--- src/rtl/gcd_pkg.sv ---
// gcd_pkg: shared FSM state encodings for the subtractive and binary GCD engines
package gcd_pkg;
    typedef enum logic [1:0] {S_IDLE, S_CALC, S_DONE} state_t;
    typedef enum logic [1:0] {G_IDLE, G_ALIGN, G_REDUCE, G_DONE} gcd_bin_state_t;
endpackage

--- src/rtl/gcd_binary_if.sv ---
// gcd_binary_if: operand/result valid-ready bus of gcd_binary
//   in_valid_i/in_ready_o/a_i/b_i        operand pair handshake (producer -> engine)
//   out_valid_o/out_ready_i/gcd_o/cycles_o result handshake (engine -> consumer)
//   slave modport is the engine side, master modport is the producer/consumer side
interface gcd_binary_if #(
    parameter int XLEN = 32,
    parameter int CNTW = 16
);
    logic            in_valid_i;
    logic            in_ready_o;
    logic [XLEN-1:0] a_i;
    logic [XLEN-1:0] b_i;
    logic            out_valid_o;
    logic            out_ready_i;
    logic [XLEN-1:0] gcd_o;
    logic [CNTW-1:0] cycles_o;
    modport slave (
        input  in_valid_i, a_i, b_i, out_ready_i,
        output in_ready_o, out_valid_o, gcd_o, cycles_o
    );
    modport master (
        output in_valid_i, a_i, b_i, out_ready_i,
        input  in_ready_o, out_valid_o, gcd_o, cycles_o
    );
endinterface

--- src/rtl/gcd_binary_step.sv ---
// gcd_binary_step: one combinational ALIGN/REDUCE iteration of Stein's algorithm
//   a_i/b_i/k_i/state_i  current operands, shared power-of-two count, FSM state
//   a_o/b_o/k_o/state_o  values after this iteration; done_o flags A==B in REDUCE
module gcd_binary_step
    import gcd_pkg::*;
#(
    parameter int XLEN = 32,
    parameter int KW   = $clog2(XLEN + 1)
) (
    input  logic [XLEN-1:0] a_i,
    input  logic [XLEN-1:0] b_i,
    input  logic [KW-1:0]   k_i,
    input  gcd_bin_state_t  state_i,
    output logic [XLEN-1:0] a_o,
    output logic [XLEN-1:0] b_o,
    output logic [KW-1:0]   k_o,
    output logic            done_o,
    output gcd_bin_state_t  state_o
);
    always_comb begin
        a_o     = a_i;
        b_o     = b_i;
        k_o     = k_i;
        done_o  = 1'b0;
        state_o = state_i;
        if (state_i == G_ALIGN) begin
            if (!a_i[0] && !b_i[0]) begin
                a_o = a_i >> 1;
                b_o = b_i >> 1;
                k_o = k_i + 1'b1;
            end else begin
                state_o = G_REDUCE;
            end
        end else if (state_i == G_REDUCE) begin
            // both odd before a subtraction, so the difference is even and the shift is exact
            if (a_i == b_i) begin
                done_o  = 1'b1;
                state_o = G_DONE;
            end else if (!a_i[0]) a_o = a_i >> 1;
            else if (!b_i[0]) b_o = b_i >> 1;
            else if (a_i > b_i) a_o = (a_i - b_i) >> 1;
            else b_o = (b_i - a_i) >> 1;
        end
    end
endmodule

--- src/rtl/gcd_binary.sv ---
// gcd_binary: binary (Stein) GCD engine with valid/ready handshakes, iteration count and abort
//   clk_i     clock, rising edge
//   resetn_i  synchronous active-low reset (wins over abort_i)
//   abort_i   synchronous abort, returns to idle and drops any result
//   bus       gcd_binary_if.slave operand/result handshakes
module gcd_binary
    import gcd_pkg::*;
#(
    parameter int XLEN = 32,
    parameter int CNTW = 16
) (
    input logic         clk_i,
    input logic         resetn_i,
    input logic         abort_i,
    gcd_binary_if.slave bus
);
    localparam int KW = $clog2(XLEN + 1);
    gcd_bin_state_t  state_q, state_d, step_state;
    logic [XLEN-1:0] a_q, a_d, b_q, b_d, r_q, r_d, step_a, step_b;
    logic [KW-1:0]   k_q, k_d, step_k;
    logic [CNTW-1:0] cnt_q, cnt_d;
    logic            step_done, accept, zero_op, busy;

    gcd_binary_step #(.XLEN(XLEN), .KW(KW)) u_step (
        .a_i(a_q), .b_i(b_q), .k_i(k_q), .state_i(state_q),
        .a_o(step_a), .b_o(step_b), .k_o(step_k), .done_o(step_done), .state_o(step_state)
    );

    // an accept coinciding with abort is discarded
    assign accept  = bus.in_valid_i && state_q == G_IDLE && !abort_i;
    assign zero_op = bus.a_i == '0 || bus.b_i == '0;
    assign busy    = state_q == G_ALIGN || state_q == G_REDUCE;

    always_ff @(posedge clk_i) begin
        if (!resetn_i) state_q <= G_IDLE;
        else state_q <= state_d;
    end

    always_comb begin
        state_d = state_q;
        if (abort_i) state_d = G_IDLE;
        else if (accept) state_d = zero_op ? G_DONE : G_ALIGN;
        else if (busy) state_d = step_state;
        else if (state_q == G_DONE && bus.out_ready_i) state_d = G_IDLE;
    end

    always_comb begin
        a_d   = a_q;
        b_d   = b_q;
        k_d   = k_q;
        r_d   = r_q;
        cnt_d = cnt_q;
        if (accept) begin
            a_d   = bus.a_i;
            b_d   = bus.b_i;
            k_d   = '0;
            cnt_d = '0;
            r_d   = zero_op ? (bus.a_i | bus.b_i) : r_q;
        end else if (busy) begin
            a_d   = step_a;
            b_d   = step_b;
            k_d   = step_k;
            cnt_d = &cnt_q ? cnt_q : cnt_q + 1'b1;
            r_d   = step_done ? a_q << k_q : r_q;
        end
    end

    always_ff @(posedge clk_i) begin
        if (!resetn_i) begin
            a_q   <= '0;
            b_q   <= '0;
            k_q   <= '0;
            r_q   <= '0;
            cnt_q <= '0;
        end else begin
            a_q   <= a_d;
            b_q   <= b_d;
            k_q   <= k_d;
            r_q   <= r_d;
            cnt_q <= cnt_d;
        end
    end

    always_comb begin
        bus.in_ready_o  = state_q == G_IDLE;
        bus.out_valid_o = state_q == G_DONE;
        bus.gcd_o       = r_q;
        bus.cycles_o    = cnt_q;
    end
endmodule
--- src/flat_wrapper.sv ---
// flat-port wrapper written by rule: the top's interface ports become plain ports
module gcd_binary_flat import gcd_pkg::*;
#(
    parameter int XLEN = 32,
    parameter int CNTW = 16
)
  (clk_i, resetn_i, abort_i, bus_in_valid_i, bus_a_i, bus_b_i, bus_out_ready_i, bus_in_ready_o, bus_out_valid_o, bus_gcd_o, bus_cycles_o);
  gcd_binary_if #(.XLEN(XLEN), .CNTW(CNTW)) bus_i ();
  input logic clk_i;
  input logic resetn_i;
  input logic abort_i;
  input wire logic [$bits(bus_i.in_valid_i)-1:0] bus_in_valid_i;
  input wire logic [$bits(bus_i.a_i)-1:0] bus_a_i;
  input wire logic [$bits(bus_i.b_i)-1:0] bus_b_i;
  input wire logic [$bits(bus_i.out_ready_i)-1:0] bus_out_ready_i;
  output wire logic [$bits(bus_i.in_ready_o)-1:0] bus_in_ready_o;
  output wire logic [$bits(bus_i.out_valid_o)-1:0] bus_out_valid_o;
  output wire logic [$bits(bus_i.gcd_o)-1:0] bus_gcd_o;
  output wire logic [$bits(bus_i.cycles_o)-1:0] bus_cycles_o;
  assign bus_i.in_valid_i = bus_in_valid_i;
  assign bus_i.a_i = bus_a_i;
  assign bus_i.b_i = bus_b_i;
  assign bus_i.out_ready_i = bus_out_ready_i;
  assign bus_in_ready_o = bus_i.in_ready_o;
  assign bus_out_valid_o = bus_i.out_valid_o;
  assign bus_gcd_o = bus_i.gcd_o;
  assign bus_cycles_o = bus_i.cycles_o;
  gcd_binary #(.XLEN(XLEN), .CNTW(CNTW)) u_core (.clk_i(clk_i), .resetn_i(resetn_i), .abort_i(abort_i), .bus(bus_i));
endmodule
--- config.mk ---
export PLATFORM = sky130hd
export DESIGN_NAME = gcd_binary_flat
export DESIGN_NICKNAME = d
export VERILOG_FILES = /design/src/rtl/gcd_pkg.sv /design/src/rtl/gcd_binary_if.sv /design/src/rtl/gcd_binary_step.sv /design/src/rtl/gcd_binary.sv /design/src/flat_wrapper.sv
export SDC_FILE = /design/constraint.sdc
export NUM_CORES = 1
export LEC_CHECK = 0
export BUFFER_PORTS_ARGS = -buffer_cell sky130_fd_sc_hd__buf_4
export CAP_MARGIN = 20
export CELL_PAD_IN_SITES_DETAIL_PLACEMENT = 0
export CELL_PAD_IN_SITES_GLOBAL_PLACEMENT = 1
export CORE_UTILIZATION = 41
export CTS_CLUSTER_DIAMETER = 80
export DETAILED_ROUTE_END_ITERATION = 12
export PLACE_DENSITY = 0.83
export SLEW_MARGIN = 20
export SYNTH_ARGS = -nofsm -noshare
export SYNTH_HDL_FRONTEND = slang
export SYNTH_SLANG_ARGS = --single-unit
--- constraint.sdc ---
create_clock -name clk_i -period 2.7 [get_ports clk_i]
set_input_delay 0.54 -clock clk_i [delete_from_list [all_inputs] [get_ports clk_i]]
set_output_delay 0.54 -clock clk_i [all_outputs]
set_load 0.005 [all_outputs]
# [Yosys cells after proc, flatten, opt, wreduce, memory -nomap -nowiden]
# Index checks and enable logic that the tools add are counted.
[word_totals] elab_cells=91 reg_bits=120 output_inout_bits=50
[op_classes] reduce_logical=28 n_lt_le_gt_ge=1 n_eq_ne=13 shift=1 bitwise=3 n_mux=33 add_sub_neg=4
[ops] cell="$mux 32" n=22
[ops] cell="$logic_not 32->1" n=2
[ops] cell="$sub 32x32->32" n=2
[ops] cell="$eq 32x32->1" n=1
[ops] cell="$gt 32x32->1" n=1
[ops] cell="$or 32x32->32" n=1
[ops] cell="$shl 32x6->32" n=1
[ops] cell="$add 16x1->16 const B" n=1
[ops] cell="$mux 2" n=8
[ops] cell="$reduce_and 16->1" n=1
[ops] cell="$ne 4x3->1 const B" n=3
[ops] cell="$ne 4x4->1 const B" n=3
[ops] cell="$reduce_and 6->1" n=2
[ops] cell="$reduce_bool 3->1" n=3
[ops] cell="$reduce_and 4->1" n=2
[ops] cell="$add 6x1->6 const B" n=1
[ops] cell="$reduce_and 3->1" n=2
[ops] cell="$reduce_and 5->1" n=1
[ops] cell="$eq 2x2->1 const B" n=2
[ops] cell="$logic_and 1x1->1" n=4
[ops] cell="$reduce_bool 2->1" n=2
[ops] cell="$reduce_or 2->1" n=2
[ops] cell="$logic_not 1->1" n=3
[ops] cell="$mux 1" n=3
[ops] cell="8 further kinds" n=10

# [Logic depth before layout (Yosys ltp)]
# Gate-level depths: netlist of run 1.
[depth] word_depth=9 depth_mapped=12 mapped_depth_nobuf=11

# [Modules after synthesis]
# From an unflattened synthesis of run 1, not the netlist that was laid out.
[unflattened] cells_unflattened=1615 hier_area_um2=13073.8
[by_module_without_submodules] module="gcd_binary" area_each_um2=7728.7 n_inst=1 cells_per_inst=832 seq_area_each_um2=2402.3
[by_module_without_submodules] module="gcd_binary_step" area_each_um2=5345.1 n_inst=1 cells_per_inst=783 seq_area_each_um2=0.0

# [Worst setup path before layout of run 1]
# No wires, ideal clock.
[synth_path] kind="register -> register" start="register u_core.a_q[0]" end="register u_core.a_q[26]" arrival_ps=2675 n_path_buf=1 path_stages_with_launch=12 t_required_ps=2563 setup_time_ps=137 path_slack_ps=-112 path_cell_list="dfxtp_1 -> inv_1 -> ha_1 -> fa_1 -> nand2b_1 -> a211oi_1 -> o31ai_1 -> o2111ai_2 -> a21oi_2 -> nor3_2 -> clkbuf_1 -> a31oi_1"
[synth_via] elab_chain_len=9 word_cells_on_any_way=18
[synth_lines] element="from (decl)" line_no="gcd_binary.sv:19" rtl="logic [XLEN-1:0] a_q, a_d, b_q, b_d, r_q, r_d, step_a, step_b;"
[synth_lines] element="from (signal assigned)" line_no="gcd_binary.sv:70" rtl="a_q <= '0;"
[synth_lines] element="from (signal assigned)" line_no="gcd_binary.sv:76" rtl="a_q <= a_d;"
[synth_lines] element="$sub 32x32->32" line_no="gcd_binary_step.sv:41" rtl="else if (a_i > b_i) a_o = (a_i - b_i) >> 1;"
[synth_lines] element="$mux 32" line_no="gcd_binary_step.sv:41"
[synth_lines] element="$mux 32" line_no="gcd_binary_step.sv:40" rtl="else if (!b_i[0]) b_o = b_i >> 1;"
[synth_lines] element="$mux 32" line_no="gcd_binary_step.sv:39" rtl="end else if (!a_i[0]) a_o = a_i >> 1;"
[synth_lines] element="$mux 32" line_no="gcd_binary_step.sv:36" rtl="if (a_i == b_i) begin"
[synth_lines] element="$mux 32" line_no="gcd_binary_step.sv:34" rtl="end else if (state_i == G_REDUCE) begin"
[synth_lines] element="$mux 32" line_no="gcd_binary_step.sv:26" rtl="if (state_i == G_ALIGN) begin"
[synth_lines] element="$mux 32" line_no="gcd_binary.sv:59" rtl="end else if (busy) begin"
[synth_lines] element="$mux 32" line_no="gcd_binary.sv:53" rtl="if (accept) begin"
# Parallel ways exist; a longest one is shown, timed or not. The select of a mux whose other input is x is not followed.
# A chain may end at the register's enable or synchronous reset.

# [Final worst setup path of run 1]
[layout_path] start="register u_core.a_q[14]" end="register u_core.b_q[15]"
[layout_via] elab_chain_len=9 word_cells_on_any_way=14
[layout_lines] element="$sub 32x32->32" line_no="gcd_binary_step.sv:42" rtl="else b_o = (b_i - a_i) >> 1;"
[layout_lines] element="$mux 32" line_no="gcd_binary_step.sv:41"
[layout_lines] element="$mux 32" line_no="gcd_binary_step.sv:40"
[layout_lines] element="$mux 32" line_no="gcd_binary_step.sv:39"
[layout_lines] element="$mux 32" line_no="gcd_binary_step.sv:36"
[layout_lines] element="$mux 32" line_no="gcd_binary_step.sv:34"
[layout_lines] element="$mux 32" line_no="gcd_binary_step.sv:26"
[layout_lines] element="$mux 32" line_no="gcd_binary.sv:59"
[layout_lines] element="$mux 32" line_no="gcd_binary.sv:53"
[layout_lines] element="to (signal assigned)" line_no="gcd_binary.sv:71" rtl="b_q <= '0;"
[layout_lines] element="to (signal assigned)" line_no="gcd_binary.sv:77" rtl="b_q <= b_d;"
[layout_lines] element="to (decl)" line_no="gcd_binary.sv:19"
# Parallel ways exist; a longest one is shown, timed or not. The select of a mux whose other input is x is not followed.

==> flow_summary.json, run 1 <==
{
  "critPathMaxFanout": 7,
  "grt_pass1_wl_um": 74100,
  "first_iter_violations": 1609,
  "nNetsFinal": 1919,
  "drive_gt1_share_pct": 36.9,
  "pwr-share-seq_pct": 20.4,
  "numCtsBuffers": 17,
  "worstHoldPathType": "in2reg",
  "cp.arrival_ns": 3.22,
  "dr.pass1.iters": 9,
  "num_io_pins": 119,
  "synthesis.area_um2": 11000,
  "p_sw_uw": 4060,
  "antenna_found_initial": 0,
  "ys_seq_area_share_pct": 21.8,
  "cts_root_buf": "clkbuf_16",
  "clockBufferDepth": 2,
  "tightest_slew_ns": 0.943,
  "diodes": 0,
  "postLayoutCoreUtil_pct": 61.7,
  "synthArstFlopShare_pct": 0,
  "placed_cell_area_um2": 14100,
  "post_drt_wl_per_cell_um": 23.7,
  "viasPerCell": 6.29,
  "clock_latency_ns": 0.44,
  "violations": "design-rule violations, negative setup slack",
  "wl_um": 50400,
  "final_common_cell": "buf_4",
  "rsz0062_at_grt": "yes",
  "rows": 59,
  "grt_max_degree": 57,
  "globalplace.congestion": 1.05,
  "p_leak_uw": 0.00648,
  "htree_levels": 4,
  "core_region_area_um2": 26200,
  "postSynthAreaPerCell_um2": 7.68,
  "critical_path_class": "reg2reg",
  "start_util_pct": 42.0,
  "antenna_left": 0,
  "layout_common_cells": "buf_4, nand2_1, dfxtp_1",
  "numPortBuffers": 118,
  "r2r_cells": 11,
  "area_growth_pct": 46.7,
  "regToRegSetupSlack_ns": -0.20,
  "ir_drop_mv": 0.401,
  "synth-edff-count": 0,
  "grt-ovfl-total": 0,
  "synthFlopType": "dfxtp_1",
  "worst-endpoint-required_ns": 3.02,
  "critPathCapture": "u_core.b_q[15]",
  "track_usage_pct": 35.0,
  "internal-power_uw": 5490,
  "finalMaxSlewViolations": 0,
  "power_density_nw_per_um2": 591,
  "die_w_um": 166,
  "num_vias": 13365,
  "yosysWarnings": 0,
  "timing.fmax_ghz": 0.344,
  "reg2reg_to": "u_core.b_q[15]",
  "final.period_utilization_pct": 108,
  "status": "finished, violations left",
  "clk_pin_slew_ns": 0.07,
  "worst_setup_path_end_kind": "register",
  "critPathLaunchType": "register",
  "die-area_um2": 27500,
  "dieHeight_um": 166,
  "drt_drc_violations_left": 5,
  "syn-num-nets": 1576,
  "fin_skew_ns": 0.0144,
  "stdcell_area_um2": 16200,
  "ys_types": 77,
  "clock_sinks": 120,
  "crit_start": "u_core.a_q[14]",
  "period_needed_ns": 2.90,
  "setup_viol": 93,
  "hpwl_um": 38300,
  "grt_pass1_vias": 12533,
  "hold_buffers": 0,
  "relSlewSlack_pct": 36.5,
  "synth_seq_cells": 120,
  "cap_violations": 0,
  "finalHoldViolCount": 0,
  "cts_tree": "done",
  "p_clk_share_pct": 25.4,
  "swShare_pct": 42.5,
  "worst_slack_ns": -0.205,
  "syn_inst": 1435,
  "r2r-start": "u_core.a_q[14]",
  "pwr-share-comb_pct": 54.2
}
worst min path at each step:
stage	to	cells after the start	from	slack (ns)
6_report	u_core.b_q[5]	3	bus_b_i[5]	0.37
3_5_place_dp	u_core.b_q[30]	2	u_core.b_q[31]	0.49
4_1_cts	u_core.b_q[4]	3	bus_b_i[4]	0.35
3_3_place_gp	u_core.bus.gcd_o[18]	1	u_core.bus.gcd_o[18]	0.48
2_1_floorplan	u_core.b_q[30]	2	u_core.b_q[31]	0.45
5_1_grt	u_core.b_q[4]	3	bus_b_i[4]	0.39
stage by stage:
stage	setup slack (ns)	power [uW]	hold WS [ns]	TNS, ns	std cells
6_report	-0.205	9560	0.370	-7.40	2126
4_1_cts	-0.0815	9210	0.355	-1.75	2110
2_1_floorplan	0.0203	4450	0.452	0	1435
3_5_place_dp	-0.379	6500	0.489	-12.59	2064
3_3_place_gp	-0.347	6490	0.480	-7.53	2064
5_1_grt	-0.202	9950	0.386	-11.65	2126
Yosys cell counts (7+ instances only):
| library cell | number | area share (%) |
|---|---|---|
| nand2_1 | 135 | 4.6 |
| dfxtp_1 | 120 | 22 |
| o21ai_0 | 115 | 5.2 |
| a21oi_1 | 113 | 5.1 |
| nor2_1 | 105 | 3.6 |
| inv_1 | 80 | 2.7 |
| ha_1 | 70 | 8.0 |
| clkbuf_1 | 57 | 1.9 |
| a31oi_1 | 43 | 2.4 |
| mux2i_1 | 42 | 3.8 |
| buf_2 | 37 | 1.7 |
| xnor2_1 | 37 | 2.9 |
| o211ai_1 | 34 | 2.3 |
| o221ai_1 | 34 | 2.7 |
| xor2_1 | 32 | 2.5 |
| nand4_1 | 28 | 1.6 |
| a211oi_1 | 26 | 1.8 |
| nand3_1 | 24 | 1.1 |
| a21o_1 | 19 | 1.3 |
| a221oi_1 | 19 | 1.5 |
| nor3_1 | 18 | 0.82 |
| nor4_1 | 17 | 0.97 |
| mux4_2 | 16 | 3.3 |
| o32ai_1 | 16 | 1.3 |
| nand2b_1 | 15 | 0.85 |
| o22ai_1 | 14 | 0.79 |
| a22oi_1 | 11 | 0.75 |
| o31ai_1 | 11 | 0.75 |
| or3_1 | 11 | 0.62 |
| o211a_1 | 9 | 0.82 |
| o21a_1 | 9 | 0.61 |
| a311oi_1 | 8 | 0.64 |
| buf_1 | 7 | 0.24 |
| buf_4 | 7 | 0.48 |
| o2111ai_1 | 7 | 0.56 |
| o21bai_1 | 7 | 0.48 |
layout make-up:
type | instances | area (um2)
Clock inverter | 14 | 150
Fill cell | 2307 | 10000
Sequential cell | 120 | 2420
Timing Repair Buffer | 434 | 3660
Inverter | 81 | 304
Clock buffer | 18 | 439
Tap cell | 335 | 419
Multi-Input combinational cell | 1124 | 8780
critical path: stages, from the launching register on:
cell      delay [ns]
dfxtp_1         0.38
ha_4            0.29
nand4_1         0.14
buf_4           0.19
nor4_4          0.36
nand4_4         0.23
o21a_4          0.21
a41oi_4         0.23
buf_12          0.18
buf_12          0.15
o22ai_1         0.12
a311oi_4        0.30
kinds of logic after synthesis:
group / share of synthesized area (%)
and+or+nand+nor: 17.0
xor gates and xnor gates: 5.49
DFF: 21.8
adders and majority gates: 8.31
AOI/OAI and AO/OA: 32.5
muxes: 7.60
buffers and inverters: 7.30
power by group through the flow:
stage          logic [uW]  registers [uW]  clock network (uW)
2_1_floorplan        2470            1980                   0
3_3_place_gp         4520            1960                   0
3_5_place_dp         4530            1970                   0
4_1_cts              4850            1940                2420
5_1_grt              5480            1950                2510
6_report             5180            1950                2430
state kept, by name, indices dropped and copies added, names as in the netlist:
name / cells
u_core.a_q: 32
u_core.bus.gcd_o: 32
u_core.k_q: 6
u_core.state_q: 2
u_core.b_q: 32
u_core.bus.cycles_o: 16
per-layer routing:
layer  part of all wire, %  GRT usage (%)
met1                    42           47.1
met2                    46           56.5
met3                   7.0           3.88
met4                   4.6           15.6
met5                     0              0
repair_timing:
item	in CTS	in global routing
setup buffers	12	11
pin swaps	34	33
cloned	2	6
endpoints found under the setup margin	95	97
gates resized for setup	103	133
No activity file was read; power rests on OpenSTA's default activity.
==> run 2, diff against run 1 <==
==> constraint.sdc (replaced) <==
create_clock -name clk_i -period 2.7 [get_ports clk_i]
set_input_delay 0.135 -clock clk_i [delete_from_list [all_inputs] [get_ports clk_i]]
set_output_delay 0.135 -clock clk_i [all_outputs]
set_load 0.005 [all_outputs]
==> run 2 against run 1 <==
Critical endpoint is now u_core.b_q[21]. First-iteration DRC count shrank 4.5%. Die area is the same. The run still ends with design-rule violations, negative setup slack left. Flip-flop and latch count is the same. Sequential share of layout area shrank 0.12 points. Combinational power grew 5.2%. Non-clock buffer count grew 29. Clock power grew 6%. Hold slack lost 0.36 ns.
==> flow_summary.json, run 2 (synthesized netlist as in run 1, its figures left out) <==
{
  "status": "finished, violations left",
  "nNetsFinal": 1948,
  "power_density_nw_per_um2": 609,
  "grtUsageMet3_pct": 4.81,
  "numPortBuffers": 118,
  "antenna_left": 0,
  "multiInputGateArea_um2": 8760,
  "finalHoldViolCount": 0,
  "cp_top_family": "compound AO/OA/AOI/OAI gates",
  "setup_tns_ns": -8.30,
  "path_buf_inv": 3,
  "viasPerCell": 6.19,
  "tightest_slew_ns": 0.787,
  "num_io_pins": 119,
  "clock_sinks": 120,
  "holdPathEnd": "u_core.state_q[0]",
  "grt-ovfl-total": 0,
  "reg2reg_to": "u_core.b_q[21]",
  "layout_common_cells": "buf_4, nand2_1, nor2_1, dfxtp_1, a21oi_1",
  "clock_latency_ns": 0.44,
  "hold_depth": 3,
  "met1_usage_pct": 46.8,
  "worst-endpoint-required_ns": 3.02,
  "period_needed_ns": 2.89,
  "drt_drc_violations_left": 10,
  "htree_levels": 4,
  "area_growth_pct": 48.5,
  "rows": 59,
  "die_w_um": 166,
  "cpPeakStageDelay_ns": 0.50,
  "relSlewSlack_pct": 46.9,
  "wl_um": 51400,
  "cts_tree": "done",
  "clockBufferDepth": 2,
  "dr.pass1.iters": 9,
  "fillers": 2359,
  "violations": "design-rule violations, negative setup slack",
  "regToRegSetupSlack_ns": -0.19,
  "globalplace.congestion": 0.985,
  "critPathMaxFanout": 14,
  "post_drt_wl_per_cell_um": 23.8,
  "antenna_found_initial": 1,
  "use_met2_pct": 58.8,
  "grt_pass1_wl_um": 76300,
  "grt_pass1_vias": 12919,
  "core_region_area_um2": 26200,
  "setup_viol": 87,
  "critical_path_class": "reg2reg",
  "grt-busiest-layer": "met2",
  "num_vias": 13352,
  "crit_path_top_delay_cell": "a311oi_2",
  "worst_setup_path_end_kind": "register",
  "dieHeight_um": 166,
  "cp.arrival_ns": 3.21,
  "track_usage_pct": 36.0,
  "crit_chain": "inv_2, ha_4, nand4_1, nor4_4, nand4_4, a311oi_2, a41oi_4, buf_12, buf_4, o221ai_1, a31oi_1",
  "r2r_cells": 11,
  "die-area_um2": 27500,
  "critPathLaunchType": "register",
  "start_util_pct": 42.0,
  "hold_ws_ns": 0.0136,
  "worstHoldPathType": "in2reg",
  "clk_pin_slew_ns": 0.07,
  "finalMaxSlewViolations": 0,
  "worstHoldStart": "abort_i",
  "cap_violations": 0,
  "r2r-start": "u_core.b_q[9]",
  "fin_skew_ns": 0.0174,
  "worst_slack_ns": -0.193,
  "rsz0062_at_grt": "yes",
  "hpwl_um": 39200,
  "ir_drop_mv": 0.408,
  "numCtsBuffers": 17,
  "cts_root_buf": "clkbuf_16",
  "drive_gt1_share_pct": 37.5,
  "p_total_uw": 9970,
  "first_iter_violations": 1537,
  "final_common_cell": "buf_4",
  "grt_max_degree": 67,
  "p_leak_uw": 0.00661,
  "regArea_um2": 2430,
  "timing.fmax_ghz": 0.346,
  "final.period_utilization_pct": 107
}
[run 2: cell types whose count changed in the layout (fill, tap and decap cells not counted), moves of 4 or more]
cell,change
buf_4,+36
o21ai_2,-11
a21oi_2,-7
dfxtp_1,-7
dfxtp_2,+7
o21ai_1,+7
buf_6,-5
a21oi_4,+4
o32ai_1,+4
o32ai_2,-4
[run 2: worst max path at each step]
stage | cells past startpoint | slack [ns] | startpoint | end
final | 11 | -0.19 | u_core.b_q[9] | u_core.b_q[21]
after global routing | 13 | -0.24 | u_core.b_q[8] | u_core.bus.gcd_o[17]
after CTS | 13 | -0.05 | u_core.a_q[5] | u_core.b_q[23]
after detailed placement | 12 | -0.42 | u_core.a_q[5] | u_core.b_q[23]
after global placement | 13 | -0.44 | u_core.b_q[5] | u_core.b_q[23]
after floorplan | 12 | 0.02 | u_core.a_q[0] | u_core.a_q[28]
[run 2: where the power goes]
| part | total [uW] | internal [uW] | switching (uW) |
|---|---|---|---|
| sequential | 1950 | 1860 | 86.6 |
| clock | 2570 | 1500 | 1070 |
| combinational | 5450 | 2430 | 3010 |
| total | 9970 | 5790 | 4170 |
[run 2: stage by stage]
stage / area, um2 / std cells / setup slack (ns) / utilization [%]
6_report: 16400 / 2156 / -0.193 / 62.4
5_1_grt: 16400 / 2155 / -0.236 / 62.4
4_1_cts: 15700 / 2135 / -0.0504 / 60.0
3_5_place_dp: 14200 / 2082 / -0.417 / 54.2
3_3_place_gp: 14200 / 2082 / -0.437 / 54.2
2_1_floorplan: 11000 / 1435 / 0.0203 / -
[run 2: cell type report]
class / instances / area share [%]
Clock inverter: 15 / 1.25
Antenna cell: 1 / 0.0153
Multi-Input combinational cell: 1124 / 53.6
Clock buffer: 17 / 2.60
Inverter: 81 / 1.86
Tap cell: 335 / 2.56
Sequential cell: 120 / 14.8
Timing Repair Buffer: 463 / 23.3
[run 2: per-layer routing]
metal  vias to the layer above  part of all wire (%)
li1                       6126                     -
met1                      6501                    42
met2                       608                    46
met3                       117                   7.1
met4                         0                   4.7
met5                         -                     0
[run 2: what timing repair did]
item | in CTS | in global routing
hold endpoints to repair | 3 | 0
setup buffers | 14 | 20
pin swaps | 29 | 49
hold buffers | 3 | 0
gates resized for setup | 125 | 105
setup endpoints to repair | 96 | 94
cloned | 4 | 4
[run 2: tightest hold or removal path, stage by stage]
cell and delay [ns]:
buf_4 0.10, nand2b_1 0.12, a21oi_1 0.04
